`config.mk`:
```
export PLATFORM = sky130hd
export DESIGN_NAME = vga_fb_scanout_flat
export DESIGN_NICKNAME = d
export VERILOG_FILES = /design/src/rtl/vga_fb_scanout_if.sv /design/src/rtl/vga_fb_scanout.sv /design/src/flat_wrapper.sv
export SDC_FILE = /design/constraint.sdc
export NUM_CORES = 1
export LEC_CHECK = 0
export BUFFER_PORTS_ARGS = -buffer_cell sky130_fd_sc_hd__buf_2
export CAP_MARGIN = 0
export CELL_PAD_IN_SITES_DETAIL_PLACEMENT = 1
export CELL_PAD_IN_SITES_GLOBAL_PLACEMENT = 1
export CORE_ASPECT_RATIO = 1.5
export CORE_MARGIN = 3
export CORE_UTILIZATION = 45
export CTS_CLUSTER_SIZE = 14
export DETAILED_ROUTE_END_ITERATION = 10
export PLACE_DENSITY = 0.86
export SLEW_MARGIN = 20
export SYNTH_ARGS = -nofsm -noshare
export SYNTH_HDL_FRONTEND = slang
export SYNTH_SLANG_ARGS = --single-unit
```
`constraint.sdc`:
```
create_clock -name clk -period 3 [get_ports clk]
set_input_delay 0.3 -clock clk [delete_from_list [all_inputs] [get_ports clk]]
set_output_delay 0.3 -clock clk [all_outputs]
set_load 0.01 [all_outputs]
```
`src/rtl/vga_fb_scanout_if.sv`:
```
// rtl/vga_fb_scanout_if.sv - framebuffer read port and VGA pin bundle for the scanout block
interface vga_fb_scanout_if;
    logic [14:0] fb_rd_addr;
    logic [2:0]  fb_rd_data;
    logic        vga_r;
    logic        vga_g;
    logic        vga_b;
    logic        vga_hs;
    logic        vga_vs;
    logic        vga_blank_n;
    logic        vga_sync_n;
    logic        vga_clk;
    logic        frame_start;
    logic        in_vblank;

    modport master (
        output fb_rd_addr,
        input  fb_rd_data,
        output vga_r, vga_g, vga_b, vga_hs, vga_vs, vga_blank_n, vga_sync_n, vga_clk,
        output frame_start, in_vblank
    );

    modport slave (
        input  fb_rd_addr,
        output fb_rd_data,
        input  vga_r, vga_g, vga_b, vga_hs, vga_vs, vga_blank_n, vga_sync_n, vga_clk,
        input  frame_start, in_vblank
    );
endinterface

```
`src/rtl/vga_fb_scanout.sv`:
```
// rtl/vga_fb_scanout.sv - 640x480 VGA timing and 4x4-upscaled framebuffer scanout
module vga_fb_scanout #(
    parameter int H_ACTIVE    = 640,
    parameter int H_FP        = 16,
    parameter int H_SYNC      = 96,
    parameter int H_BP        = 48,
    parameter int V_ACTIVE    = 480,
    parameter int V_FP        = 10,
    parameter int V_SYNC      = 2,
    parameter int V_BP        = 33,
    parameter int FB_W        = 160,
    parameter int SCALE_SHIFT = 2
) (
    input  logic              clk,
    input  logic              rst,
    vga_fb_scanout_if.master  io_bus
);
    localparam int H_TOT = H_ACTIVE + H_FP + H_SYNC + H_BP;
    localparam int V_TOT = V_ACTIVE + V_FP + V_SYNC + V_BP;
    localparam logic [9:0] HC_LAST = 10'(H_TOT - 1);
    localparam logic [9:0] VC_LAST = 10'(V_TOT - 1);
    localparam logic [9:0] H_ACT   = 10'(H_ACTIVE);
    localparam logic [9:0] V_ACT   = 10'(V_ACTIVE);
    localparam logic [9:0] HS_B    = 10'(H_ACTIVE + H_FP);
    localparam logic [9:0] HS_E    = 10'(H_ACTIVE + H_FP + H_SYNC - 1);
    localparam logic [9:0] VS_B    = 10'(V_ACTIVE + V_FP);
    localparam logic [9:0] VS_E    = 10'(V_ACTIVE + V_FP + V_SYNC - 1);

    logic        r_pix_en;
    logic        r_vga_clk;
    logic [9:0]  r_hc;
    logic [9:0]  r_vc;
    logic        r_active1;
    logic        r_hs1;
    logic        r_vs1;
    logic [14:0] r_addr;
    logic [2:0]  r_rgb;
    logic        r_hs;
    logic        r_vs;
    logic        r_blank_n;
    logic        r_frame_start;
    logic        r_in_vblank;

    logic        w_hc_last;
    logic        w_vc_last;
    logic        w_active;
    logic        w_hs_pulse;
    logic        w_vs_pulse;
    logic [14:0] w_y;
    logic [14:0] w_x;
    logic [14:0] w_row;
    logic [14:0] w_addr;

    assign w_hc_last  = (r_hc == HC_LAST);
    assign w_vc_last  = (r_vc == VC_LAST);
    assign w_active   = (r_hc < H_ACT) && (r_vc < V_ACT);
    assign w_hs_pulse = (r_hc >= HS_B) && (r_hc <= HS_E);
    assign w_vs_pulse = (r_vc >= VS_B) && (r_vc <= VS_E);

    // Row base uses shift-add for the 160-wide buffer so no multiplier is built.
    assign w_y    = 15'(r_vc >> SCALE_SHIFT);
    assign w_x    = 15'(r_hc >> SCALE_SHIFT);
    assign w_row  = (FB_W == 160) ? (w_y << 7) + (w_y << 5) : w_y * 15'(FB_W);
    assign w_addr = w_row + w_x;

    always_ff @(posedge clk or negedge rst) begin
        if (!rst) begin
            r_pix_en      <= 1'b0;
            r_vga_clk     <= 1'b0;
            r_frame_start <= 1'b0;
            r_hc          <= '0;
            r_vc          <= '0;
        end else begin
            r_pix_en      <= ~r_pix_en;
            r_vga_clk     <= ~r_pix_en;
            r_frame_start <= r_pix_en && w_hc_last && w_vc_last;
            if (r_pix_en) begin
                r_hc <= w_hc_last ? '0 : r_hc + 10'd1;
                if (w_hc_last) begin
                    r_vc <= w_vc_last ? '0 : r_vc + 10'd1;
                end
            end
        end
    end

    // Stage 1 issues the read; stage 2 lands it one pixel tick later with matching sync/blank.
    always_ff @(posedge clk or negedge rst) begin
        if (!rst) begin
            r_active1   <= 1'b0;
            r_addr      <= '0;
            r_hs1       <= 1'b1;
            r_vs1       <= 1'b1;
            r_in_vblank <= 1'b0;
            r_rgb       <= 3'b000;
            r_hs        <= 1'b1;
            r_vs        <= 1'b1;
            r_blank_n   <= 1'b0;
        end else if (r_pix_en) begin
            r_active1   <= w_active;
            r_addr      <= w_active ? w_addr : '0;
            r_hs1       <= ~w_hs_pulse;
            r_vs1       <= ~w_vs_pulse;
            r_in_vblank <= (r_vc >= V_ACT);
            r_rgb       <= r_active1 ? io_bus.fb_rd_data : 3'b000;
            r_hs        <= r_hs1;
            r_vs        <= r_vs1;
            r_blank_n   <= r_active1;
        end
    end

    assign io_bus.fb_rd_addr  = r_addr;
    assign io_bus.vga_r       = r_rgb[2];
    assign io_bus.vga_g       = r_rgb[1];
    assign io_bus.vga_b       = r_rgb[0];
    assign io_bus.vga_hs      = r_hs;
    assign io_bus.vga_vs      = r_vs;
    assign io_bus.vga_blank_n = r_blank_n;
    assign io_bus.vga_sync_n  = 1'b0;
    assign io_bus.vga_clk     = r_vga_clk;
    assign io_bus.frame_start = r_frame_start;
    assign io_bus.in_vblank   = r_in_vblank;
endmodule

```
`src/flat_wrapper.sv`:
```
// flat-port wrapper written by rule: the top's interface ports become plain ports
module vga_fb_scanout_flat 
#(
    parameter int H_ACTIVE    = 640,
    parameter int H_FP        = 16,
    parameter int H_SYNC      = 96,
    parameter int H_BP        = 48,
    parameter int V_ACTIVE    = 480,
    parameter int V_FP        = 10,
    parameter int V_SYNC      = 2,
    parameter int V_BP        = 33,
    parameter int FB_W        = 160,
    parameter int SCALE_SHIFT = 2
)
  (clk, rst, io_bus_fb_rd_addr, io_bus_fb_rd_data, io_bus_vga_r, io_bus_vga_g, io_bus_vga_b, io_bus_vga_hs, io_bus_vga_vs, io_bus_vga_blank_n, io_bus_vga_sync_n, io_bus_vga_clk, io_bus_frame_start, io_bus_in_vblank);
  vga_fb_scanout_if io_bus_i ();
  input  logic clk;
  input  logic rst;
  output wire logic [$bits(io_bus_i.fb_rd_addr)-1:0] io_bus_fb_rd_addr;
  input wire logic [$bits(io_bus_i.fb_rd_data)-1:0] io_bus_fb_rd_data;
  output wire logic [$bits(io_bus_i.vga_r)-1:0] io_bus_vga_r;
  output wire logic [$bits(io_bus_i.vga_g)-1:0] io_bus_vga_g;
  output wire logic [$bits(io_bus_i.vga_b)-1:0] io_bus_vga_b;
  output wire logic [$bits(io_bus_i.vga_hs)-1:0] io_bus_vga_hs;
  output wire logic [$bits(io_bus_i.vga_vs)-1:0] io_bus_vga_vs;
  output wire logic [$bits(io_bus_i.vga_blank_n)-1:0] io_bus_vga_blank_n;
  output wire logic [$bits(io_bus_i.vga_sync_n)-1:0] io_bus_vga_sync_n;
  output wire logic [$bits(io_bus_i.vga_clk)-1:0] io_bus_vga_clk;
  output wire logic [$bits(io_bus_i.frame_start)-1:0] io_bus_frame_start;
  output wire logic [$bits(io_bus_i.in_vblank)-1:0] io_bus_in_vblank;
  assign io_bus_fb_rd_addr = io_bus_i.fb_rd_addr;
  assign io_bus_i.fb_rd_data = io_bus_fb_rd_data;
  assign io_bus_vga_r = io_bus_i.vga_r;
  assign io_bus_vga_g = io_bus_i.vga_g;
  assign io_bus_vga_b = io_bus_i.vga_b;
  assign io_bus_vga_hs = io_bus_i.vga_hs;
  assign io_bus_vga_vs = io_bus_i.vga_vs;
  assign io_bus_vga_blank_n = io_bus_i.vga_blank_n;
  assign io_bus_vga_sync_n = io_bus_i.vga_sync_n;
  assign io_bus_vga_clk = io_bus_i.vga_clk;
  assign io_bus_frame_start = io_bus_i.frame_start;
  assign io_bus_in_vblank = io_bus_i.in_vblank;
  vga_fb_scanout #(.H_ACTIVE(H_ACTIVE), .H_FP(H_FP), .H_SYNC(H_SYNC), .H_BP(H_BP), .V_ACTIVE(V_ACTIVE), .V_FP(V_FP), .V_SYNC(V_SYNC), .V_BP(V_BP), .FB_W(FB_W), .SCALE_SHIFT(SCALE_SHIFT)) u_core (.clk(clk), .rst(rst), .io_bus(io_bus_i));
endmodule
```
==> results by group <==
Run status
  • Status: finished, violations left
  • Violated checks: hold timing

Detailed routing
  • Antenna viol nets, final: 0
  • DRC violations left: 0
  • Routed wire length: approximately 6.2 mm
  • Via count: approximately 1900
  • DR pass1 iterations: 4
  • Vias per cell: between 5 and 6
  • WL/cell: 18.8 um
  • Initial DRC Count: 68

Synth
  • Synthesized netlist net count: 261
  • Post-synthesis sequential area ratio: 47.5%
  • Syn_area_per_cell: 10.6 um2
  • Register bit total from synthesis: 47
  • EDFF count, synth: 0
  • Post-synth top area share: between 40% and 50%
  • Most frequent cell after synthesis: dfrtp_1
  • Distinct cells, synth: 47
  • Async set-reset flop share out of synthesis: 100%
  • Yosys warnings: 0
  • Synth top cells by count: 43 x dfrtp_1, 19 x ha_1, 18 x inv_1
  • Mapped Cells: 235
  • Top FF cell, synth: dfrtp_1
  • Synthesized area: between 0.002 and 0.0025 mm2
  • Synth top area cells: dfrtp_1 43%, ha_1 9.6%, dfstp_2 4.2%
  • Synth area leader: dfrtp_1

Placement
  • Placed standard-cell area: between 0.002 and 0.003 mm2
  • I/O Buffers: 28
  • Post-DP HPWL: 4.27 mm
  • Gp weighted congestion: roughly 0.77

Clock tree
  • # hold bufs at CTS: 0
  • Clk root buf: clkbuf_8
  • Total CTS buffers: 5
  • CTS tree: yes
  • CTS max path bufs: 2
  • Clk pin slew, worst setup/hold paths: around 90 ps
  • H-tree Lvls: 2
  • # clock sinks: 47
  • Post-cts resize count: 0
  • Post-CTS setup buffers: 0
  • Clock Latency Late Sink: ~300 ps

Power
  • P_sw: 0.230 mW
  • Gate power share: 1.9%
  • VDD IR max: 0.236 mV
  • Total Power: 1.12 mW
  • Power Density: 400 mW/mm2
  • Switching share of power: 20.6%
  • LEAKAGE: 1.37 nW
  • Sequential power share: 56.9%
  • Internal power: slightly below 0.9 mW
  • Clock network power share: 41.3%

Critical path
  • Critical Path AT: between 2000 and 3000 ps
  • Launching point of the worst reg2reg path: u_core.r_vc[2]
  • Crit path launch type: flop
  • CP Class: reg -> reg
  • Crit path largest cell delay: 600 ps
  • Worst path cell trace: inv_1 -> fa_1 -> inv_1 -> ha_1 -> a211oi_1 -> nor3_1 -> o31a_1 -> o32ai_1
  • CP required: 3200 ps
  • CP bufs+invs: 2
  • Crit. Startpoint: u_core.r_vc[2]
  • CP max-delay cell: fa_1
  • Worst-path maximum fanout: 8
  • Setup crit end kind: flop
  • Cell mode on critical path: inv_1
  • Top delay family on crit path: adder cells

Global routing
  • First-pass GRT wire length: 10.3 mm
  • Largest net degree at the start of global routing: 48
  • Initial antenna violation count: 0
  • Gr ovfl total: 0
  • Total GRT Usage: approximately a fifth
  • Vias in the first global route: 2086

Timing
  • Max transition margin: between 60% and 70%
  • Worst Max-Slew Pin Slew: 586 ps
  • Hold Violations, Final: 8
  • Max Clk Rate: 385 MHz
  • Final min period: 2590 ps
  • RSZ-0062 raised after global routing: false
  • # setup viols final: 0
  • Count of final max-slew check failures: 0
  • Hold_ws: -2.15 ps
  • Tcrit/Tclk final: about 86%
  • Setup_tns: 0 ps
  • Worst clock skew: approximately 12 ps

Die
  • Rows: 32
  • Die area: about 0.0065 mm2
  • Initial Util: 47.4%
  • Core area: 0.00525 mm2
  • Die span in y: 97.1 um
  • Ports: 30
  • Width of the die: 66.7 um

Finish
  • Final #Nets: between 200 and 300
  • Layout area overhead: 12.3%
  • Ant diodes: 0
  • Fin area: 0.00280 mm2
  • Fraction of layout cells with a size suffix above 1: 18.9%

Worst hold path
  • Hold Path Class: in -> async

Run
  • Max-cap viol count: 0
## power groups by stage
stage / registers (mW) / logic, mW / clock network (mW)
finish: 0.636 / 0.0208 / 0.462
detailed placement: 0.649 / 0.0215 / 0
CTS: 0.636 / 0.0216 / 0.476
floorplan: 0.650 / 0.00373 / 0
global placement: 0.648 / 0.0210 / 0
global route: 0.637 / 0.0247 / 0.499
## kinds of logic after synthesis
| group | Yosys count | share of synthesized area (%) |
|---|---|---|
| and+or+nand+nor | 70 | 16.0 |
| buffers and inverters | 27 | 4.57 |
| DFF | 47 | 47.5 |
| muxes | 4 | 1.76 |
| xor gates and xnor gates | 14 | 4.93 |
| other | 1 | 0.151 |
| adders and majority gates | 21 | 11.2 |
| AOI/OAI and AO/OA | 51 | 13.9 |
## cell usage in the layout (no fill, tap or decap), drive strengths merged, types with 9 or more instances in the layout
cell type | Yosys | layout
dfrtp | 43 | 43
buf | 4 | 30
ha | 19 | 19
inv | 18 | 18
nand3 | 17 | 17
o21ai | 15 | 15
xnor2 | 12 | 12
a21oi | 11 | 11
nor2 | 10 | 10
a22o | 9 | 9
## stage by stage
stage          instances  worst slack (ps)  utilization, %
5_1_grt              332               208            53.3
3_5_place_dp         324               426            51.1
3_3_place_gp         324               501            51.1
2_1_floorplan        235               665               -
6_report             332               405            53.3
4_1_cts              332               410            53.2
## area by class of cell
class,instances,area (um2)
clock buffer,6,72.6
clock inverter,2,37.5
fill,590,2450
inverter,18,67.6
multi-input combinational,161,1190
sequential,47,1180
tap,68,85.1
timing repair buffer,30,158
## state kept, by name, indices dropped and copies added (netlist names)
signal	flops
u_core.r_vc	10
u_core.r_active1	1
u_core.io_bus.vga_vs	1
u_core.io_bus.vga_hs	1
u_core.r_rgb	3
u_core.io_bus.fb_rd_addr	15
u_core.r_vs1	1
u_core.io_bus.frame_start	1
u_core.r_hc	10
u_core.r_hs1	1
u_core.io_bus.in_vblank	1
u_core.io_bus.vga_blank_n	1
u_core.r_pix_en	1
## worst register-to-register path, cell delays in order, from the launching register on
cell	delay, ps
dfrtp_1	490
inv_1	130
fa_1	600
inv_1	60
ha_1	320
a211oi_1	270
nor3_1	130
o31a_1	290
o32ai_1	210
## layer usage
| metal | wire length [um] | GRT usage, % | vias up |
|---|---|---|---|
| li1 | - | - | 900 |
| met1 | 2580 | 24.3 | 992 |
| met2 | 3380 | 36.9 | 41 |
| met3 | 163 | 3.01 | 11 |
| met4 | 119 | 7.51 | 0 |
| met5 | 0 | 0 | - |
## path summary, 6_finish.rpt
check,endpoint,slack [ps],depth (start not counted)
setup / recovery,u_core.io_bus.fb_rd_addr[13],410,8
hold / removal,u_core.io_bus.fb_rd_addr[14],-2,1
setup reg to reg,u_core.io_bus.fb_rd_addr[13],410,8
hold reg to reg,u_core.io_bus.fb_rd_addr[12],500,1
max in group asynchronous,u_core.r_vc[4],2610,1
min in group clk,u_core.r_rgb[2],240,3
Note: power is estimated with default switching activity, not from simulation.
